--- config.mk ---
export PLATFORM = sky130hd
export DESIGN_NAME = serial_comparator
export DESIGN_NICKNAME = d
export VERILOG_FILES = /design/src/rtl/serial_comparator.sv
export SDC_FILE = /design/constraint.sdc
export NUM_CORES = 1
export LEC_CHECK = 0
export CAP_MARGIN = 25
export CORE_MARGIN = 2
export CORE_UTILIZATION = 37
export DETAILED_ROUTE_END_ITERATION = 6
export GPL_TIMING_DRIVEN = 0
export PLACE_DENSITY = 0.62
export SYNTH_ARGS = -nofsm -noshare
export SYNTH_HDL_FRONTEND = slang
export SYNTH_SLANG_ARGS = --single-unit
--- constraint.sdc ---
create_clock -name clk -period 1.3 [get_ports clk]
set_input_delay 0.13 -clock clk [delete_from_list [all_inputs] [get_ports clk]]
set_output_delay 0.13 -clock clk [all_outputs]
set_load 0.02 [all_outputs]
--- src/rtl/serial_comparator.sv ---
// Bit-serial signed/unsigned magnitude comparator, operands LSB first.
// Result flags are registered and held until the next completed compare.
module serial_comparator #(
   parameter int width       = 8,
   parameter bit signed_mode = 1'b1
) (
   input  logic clk,
   input  logic rst_n,
   input  logic start,
   input  logic bit_valid,
   input  logic a_bit,
   input  logic b_bit,
   output logic busy,
   output logic done,
   output logic equal,
   output logic greater,
   output logic lower
);

   localparam int CW = (width > 1) ? $clog2(width) : 1;
   localparam logic [CW-1:0] LAST = CW'(width - 1);

   typedef enum logic {
      IDLE,
      SHIFT
   } state_e;

   typedef enum logic [1:0] {
      REL_EQ = 2'd0,
      REL_GT = 2'd1,
      REL_LT = 2'd2
   } rel_e;

   state_e          state_q, state_d;
   logic [CW-1:0]   cnt_q, cnt_d;
   rel_e            rel_q, rel_d;
   rel_e            fin;
   logic            done_q, done_d;
   logic            eq_q, eq_d;
   logic            gt_q, gt_d;
   logic            lt_q, lt_d;

   always_ff @(posedge clk or negedge rst_n) begin
      if (!rst_n) begin
         state_q <= IDLE;
         cnt_q   <= '0;
         rel_q   <= REL_EQ;
         done_q  <= 1'b0;
         eq_q    <= 1'b0;
         gt_q    <= 1'b0;
         lt_q    <= 1'b0;
      end else begin
         state_q <= state_d;
         cnt_q   <= cnt_d;
         rel_q   <= rel_d;
         done_q  <= done_d;
         eq_q    <= eq_d;
         gt_q    <= gt_d;
         lt_q    <= lt_d;
      end
   end

   always_comb begin
      state_d = state_q;
      cnt_d   = cnt_q;
      rel_d   = rel_q;
      done_d  = 1'b0;
      eq_d    = eq_q;
      gt_d    = gt_q;
      lt_d    = lt_q;
      fin     = rel_q;
      unique case (state_q)
         IDLE: begin
            if (start) begin
               state_d = SHIFT;
               cnt_d   = '0;
               rel_d   = REL_EQ;
            end
         end
         SHIFT: begin
            if (start) begin
               cnt_d = '0;
               rel_d = REL_EQ;
            end else if (bit_valid) begin
               if (cnt_q == LAST) begin
                  // In signed mode a set sign bit makes the operand smaller
                  if (a_bit != b_bit) begin
                     fin = (a_bit ^ signed_mode) ? REL_GT : REL_LT;
                  end
                  eq_d    = (fin == REL_EQ);
                  gt_d    = (fin == REL_GT);
                  lt_d    = (fin == REL_LT);
                  done_d  = 1'b1;
                  state_d = IDLE;
                  cnt_d   = '0;
                  rel_d   = REL_EQ;
               end else begin
                  if (a_bit != b_bit) begin
                     rel_d = a_bit ? REL_GT : REL_LT;
                  end
                  cnt_d = cnt_q + 1'b1;
               end
            end
         end
         default: begin
            state_d = IDLE;
         end
      endcase
   end

   assign busy    = (state_q == SHIFT);
   assign done    = done_q;
   assign equal   = eq_q;
   assign greater = gt_q;
   assign lower   = lt_q;

endmodule

# Yosys cells after proc, flatten, opt, wreduce, memory -nomap -nowiden
# Cells that the tools add are included.
# word_totals
ff_bits,10
output_inout_bits,5
# classes
addsub,1
eq_ne,7
n_mux,27
n_bitwise,2
n_reduce_logical,4
# ops
cell,count
2-bit two-way mux,12
3-bit two-way mux,4
1-bit two-way mux,8
3-bit one-hot mux with 2 select lines,1
"4-bit by 2-bit inequality test with 1-bit output, second input constant",1
2-bit one-hot mux with 2 select lines,1
4-bit AND reduction,1
"3-bit by 1-bit adder with 3-bit output, second input constant",1
"3-bit == test, second input constant",1
"3-bit inequality test, second input constant",1
3-bit AND reduction,1
"2-bit by 1-bit == test with 1-bit output, second input constant",1
"2-bit == test, second input constant",1
2-bit zero test,1
"2-bit inequality test, second input constant",1
1-bit NOT,2
1-bit one-hot mux with 2 select lines,1
2-bit AND reduction,1
1-bit inequality test,1

# Logic depth before layout (Yosys ltp)
# depth
ltp_word,7
mapped_depth,5
ltp_nobuf,5

# Least setup slack after synthesis
# OpenSTA, ideal clock, no wires.
# synth_path
kind,flip-flop to flip-flop
start,reg cnt_q[0]
end,reg gt_q (netlist: greater)
arrival_time_ns,1.225
t_required_ns,1.175
setup_slack_ns,-0.050
stages_incl_launch_ff,6
n_path_buf,0
period_less_slack_ns,1.350
cell_sequence,dfrtp_1 -> ha_1 -> ha_1 -> nand4b_2 -> inv_2 -> mux2_4
# synth_between
elab_chain_cells,2
# synth_rtl
element,line_no,rtl
from (decl),35,"logic [CW-1:0] cnt_q, cnt_d;"
from (signal assigned),54,cnt_q <= cnt_d;
3-bit == test,85,if (cnt_q == LAST) begin
4-bit AND reduction (no source line),--,
to (signal assigned),58,gt_q <= gt_d;
to (decl),40,"logic gt_q, gt_d;"
# Every way passes these cells.
# A chain may end at the register's enable or synchronous reset.

# Final worst setup path
# Same ends and word-level chain as after synthesis.

==> flow_summary_export.csv <==
group,metric,value,unit
detailed_routing,route.final.wire_length,986,µm
timing,tightest_slew,0.471,ns
layout,seqCellArea,250,µm²
detailed_routing,vias,417,
logic_synthesis,yosysWarnings,0,
clocking,cts_buffer_depth,2,
power_and_ir_drop,power_density,882,nW/µm²
global_routing,grt_max_degree,11,
clocking,cts_root_buffer,"clkbuf_4",
worst_setup_path,rr_startpoint,"cnt_q[0]",
logic_synthesis,ys_seq_area_frac,0.489,
worst_setup_path,startpoint,"cnt_q[0]",
worst_setup_path,endpoint_kind,"flop",
layout,stdcell_count,82,
layout,drive_gt1_frac,0.194,
clocking,clock_sinks,10,
layout,final_util,0.546,
logic_synthesis,syn_inst,50,
clocking,cts_tree,"done",
timing,timing.slew.headroom,0.685,
global_routing,grt_pass1_vias,344,
timing,period_minus_slack,1.29,ns
worst_hold_path,hp-class,"in -> async",
power_and_ir_drop,power_leakage,0.335,nW
logic_synthesis,synth_fp_nets,59,
logic_synthesis,synth-seq-cells,10,
placed_design,dp_hpwl,695,µm
layout,nNetsFinal,78,
timing,fin_worst_skew,0.00497,ns
detailed_routing,drtAntennaViolNets,0,
clocking,cts_buffers,3,
layout,antenna_cells,0,
worst_setup_path,crit_path_top_delay_cell,"dfrtp_1",
global_routing,antenna_found_initial,0,
worst_setup_path,path_max_fanout,2,
worst_setup_path,cpMostUsedCell,"ha_4",
worst_setup_path,critPathKind,"reg -> reg",
floorplan,io_pins,11,
timing,rsz0062_at_grt,"yes",
floorplan,die_y,41.2,µm
clocking,clkLatencyLatePin,0.26,ns
layout,area_growth,38.9,%
floorplan,start_util,0.393,
placed_design,io_buffer_count,10,
global_routing,grt-ovfl-total,0,
clocking,clk_pin_slew_worst_paths,0.06,ns
logic_synthesis,synth.distinct_cells,20,
floorplan,placementRows,13,
floorplan,dieWidth,41.2,µm
timing,clock.fmax,774,MHz
layout,multi_input_area,284,µm²
placed_design,place_congestion,0.726,
run_status,status,"finished clean",
logic_synthesis,avgSynthCellArea,10.2,µm²
timing,setup_tns,0,ns
detailed_routing,wl_per_cell,12.0,µm
logic_synthesis,syn-cell-area,512,µm²
clocking,cts_hold_buf,0,
placed_design,dp_cells,75,
worst_setup_path,critPathMaxStageDelay,0.41,ns
timing,finalCritPeriodShare,0.994,
layout,fillers,147,
worst_setup_path,worstPathRequired,1.45,ns
power_and_ir_drop,total_power,0.627,mW
timing,whs,0.186,ns
timing,slew_violations,0,
timing,hold_violations,0,
timing,setup-violations-final,0,
detailed_routing,drc,0,
power_and_ir_drop,ir_worst_vdd,0.000423,V
detailed_routing,drtIter0Drc,0,
global_routing,track_usage,0.144,
worst_setup_path,start_kind,"flop",
detailed_routing,dr.pass1.iters,1,
floorplan,die-area,1700,µm²
detailed_routing,viasPerCell,5.09,
clocking,ctsHtreeMaxLevel,1,
worst_setup_path,cp_cell_sequence,"ha_4 > ha_4 > nand4b_4 > inv_2 > mux2_4",
floorplan,core,1300,µm²
job,max_cap_violations,0,
worst_setup_path,cp.arrival,1.44,ns
global_routing,grt_pass1_wl,1470,µm
==> cell usage in the layout, fill, tap and decap left out <==
master	n
dfrtp_1	10
inv_2	1
a221oi_1	1
maj3_2	1
nor2b_1	1
inv_1	2
and3b_1	1
mux2_4	1
clkbuf_4	3
o21ai_0	4
ha_1	1
buf_4	4
or3_1	1
nand2b_1	2
nand4b_4	1
ha_4	2
nand3_1	2
xnor2_1	1
mux2i_1	2
a21oi_1	3
nand2_1	7
maj3_1	1
nor2_1	5
clkdlybuf4s50_1	5
dlygate4sd2_1	5
==> through the flow <==
step                area, µm²  setup WS (ns)
finish                    711        0.00828
global route              711        -0.0461
CTS                       693         0.0172
detailed placement        654         -0.156
global placement          654         -0.159
floorplan                 536         0.0110
==> worst max-delay path: cells and delay by family, from the launching register on <==
family                     cells  cell delay, ns
DFF                            1            0.41
adders and majority gates      2            0.35
muxes                          1            0.28
and+or+nand+nor                1            0.08
buffers and inverters          1            0.05
==> power by group <==
| part | internal (mW) | total (mW) | switching (mW) |
|---|---|---|---|
| logic | 0.0478 | 0.0878 | 0.0399 |
| clock network | 0.107 | 0.208 | 0.101 |
| registers | 0.321 | 0.331 | 0.0103 |
==> sequential cells by signal (all words and copies together), names as in the netlist <==
signal   flops
rel_q        2
greater      1
equal        1
cnt_q        3
lower        1
busy         1
done         1
==> cells in the mapped netlist (all sizes together) <==
| cell type | number | area [µm²] |
|---|---|---|
| dfrtp | 10 | 250 |
| nand3 | 2 | 10.0 |
| or3 | 1 | 6.26 |
| nor2b | 1 | 6.26 |
| nor2 | 5 | 18.8 |
| maj3 | 2 | 21.3 |
| ha | 3 | 37.5 |
| mux2i | 2 | 20.0 |
| inv | 3 | 11.3 |
| nand2 | 7 | 26.3 |
| o21ai | 4 | 20.0 |
| nand2b | 2 | 12.5 |
| mux2 | 1 | 15.0 |
| a221oi | 1 | 8.76 |
| a21oi | 3 | 15.0 |
| xnor2 | 1 | 8.76 |
| nand4b | 1 | 15.0 |
| and3b | 1 | 8.76 |
==> routing by layer <==
layer  global-route usage  routed length, µm  up-vias
met5                    0                  0        -
met3               0.0652                 73        2
li1                     -                  -      206
met1                0.167                465      196
met4               0.0726                 17        0
met2                0.223                430       13
==> area by class of cell <==
class                   instances  area share
flip-flops and latches         10       0.352
inverters                       3      0.0158
multi-input cells              37       0.400
well taps                      15      0.0264
clock buffers                   3      0.0317
repair buffers                 14       0.174
==> timing repair <==
action                                  4_1_cts  5_1_grt
gates resized for setup                       5        1
pin swaps                                     1        1
hold endpoints to repair                      0        0
endpoints found under the setup margin        7        3
setup buffers                                 3        1
==> final timing paths <==
kind | endpoint | slack [ns] | cells after the start
max | greater | 0.008 | 5
min | lower | 0.19 | 1
max reg2reg | greater | 0.008 | 5
min reg2reg | lower | 0.47 | 2
max in group asynchronous | done | 0.79 | 1
min in group clk | lower | 0.47 | 2
==> kinds of logic (layout without fill, tap and decap cells) <==
kind of cell,after synthesis,after routing,share of synthesized area
xor+xnor,1,1,0.0171
mux,3,3,0.0685
simple gates,20,20,0.203
buf+inv,3,20,0.0220
flops,10,10,0.489
compound gates,8,8,0.0856
fa+ha+maj,5,5,0.115
Note: power is estimated with default switching activity, not from simulation.
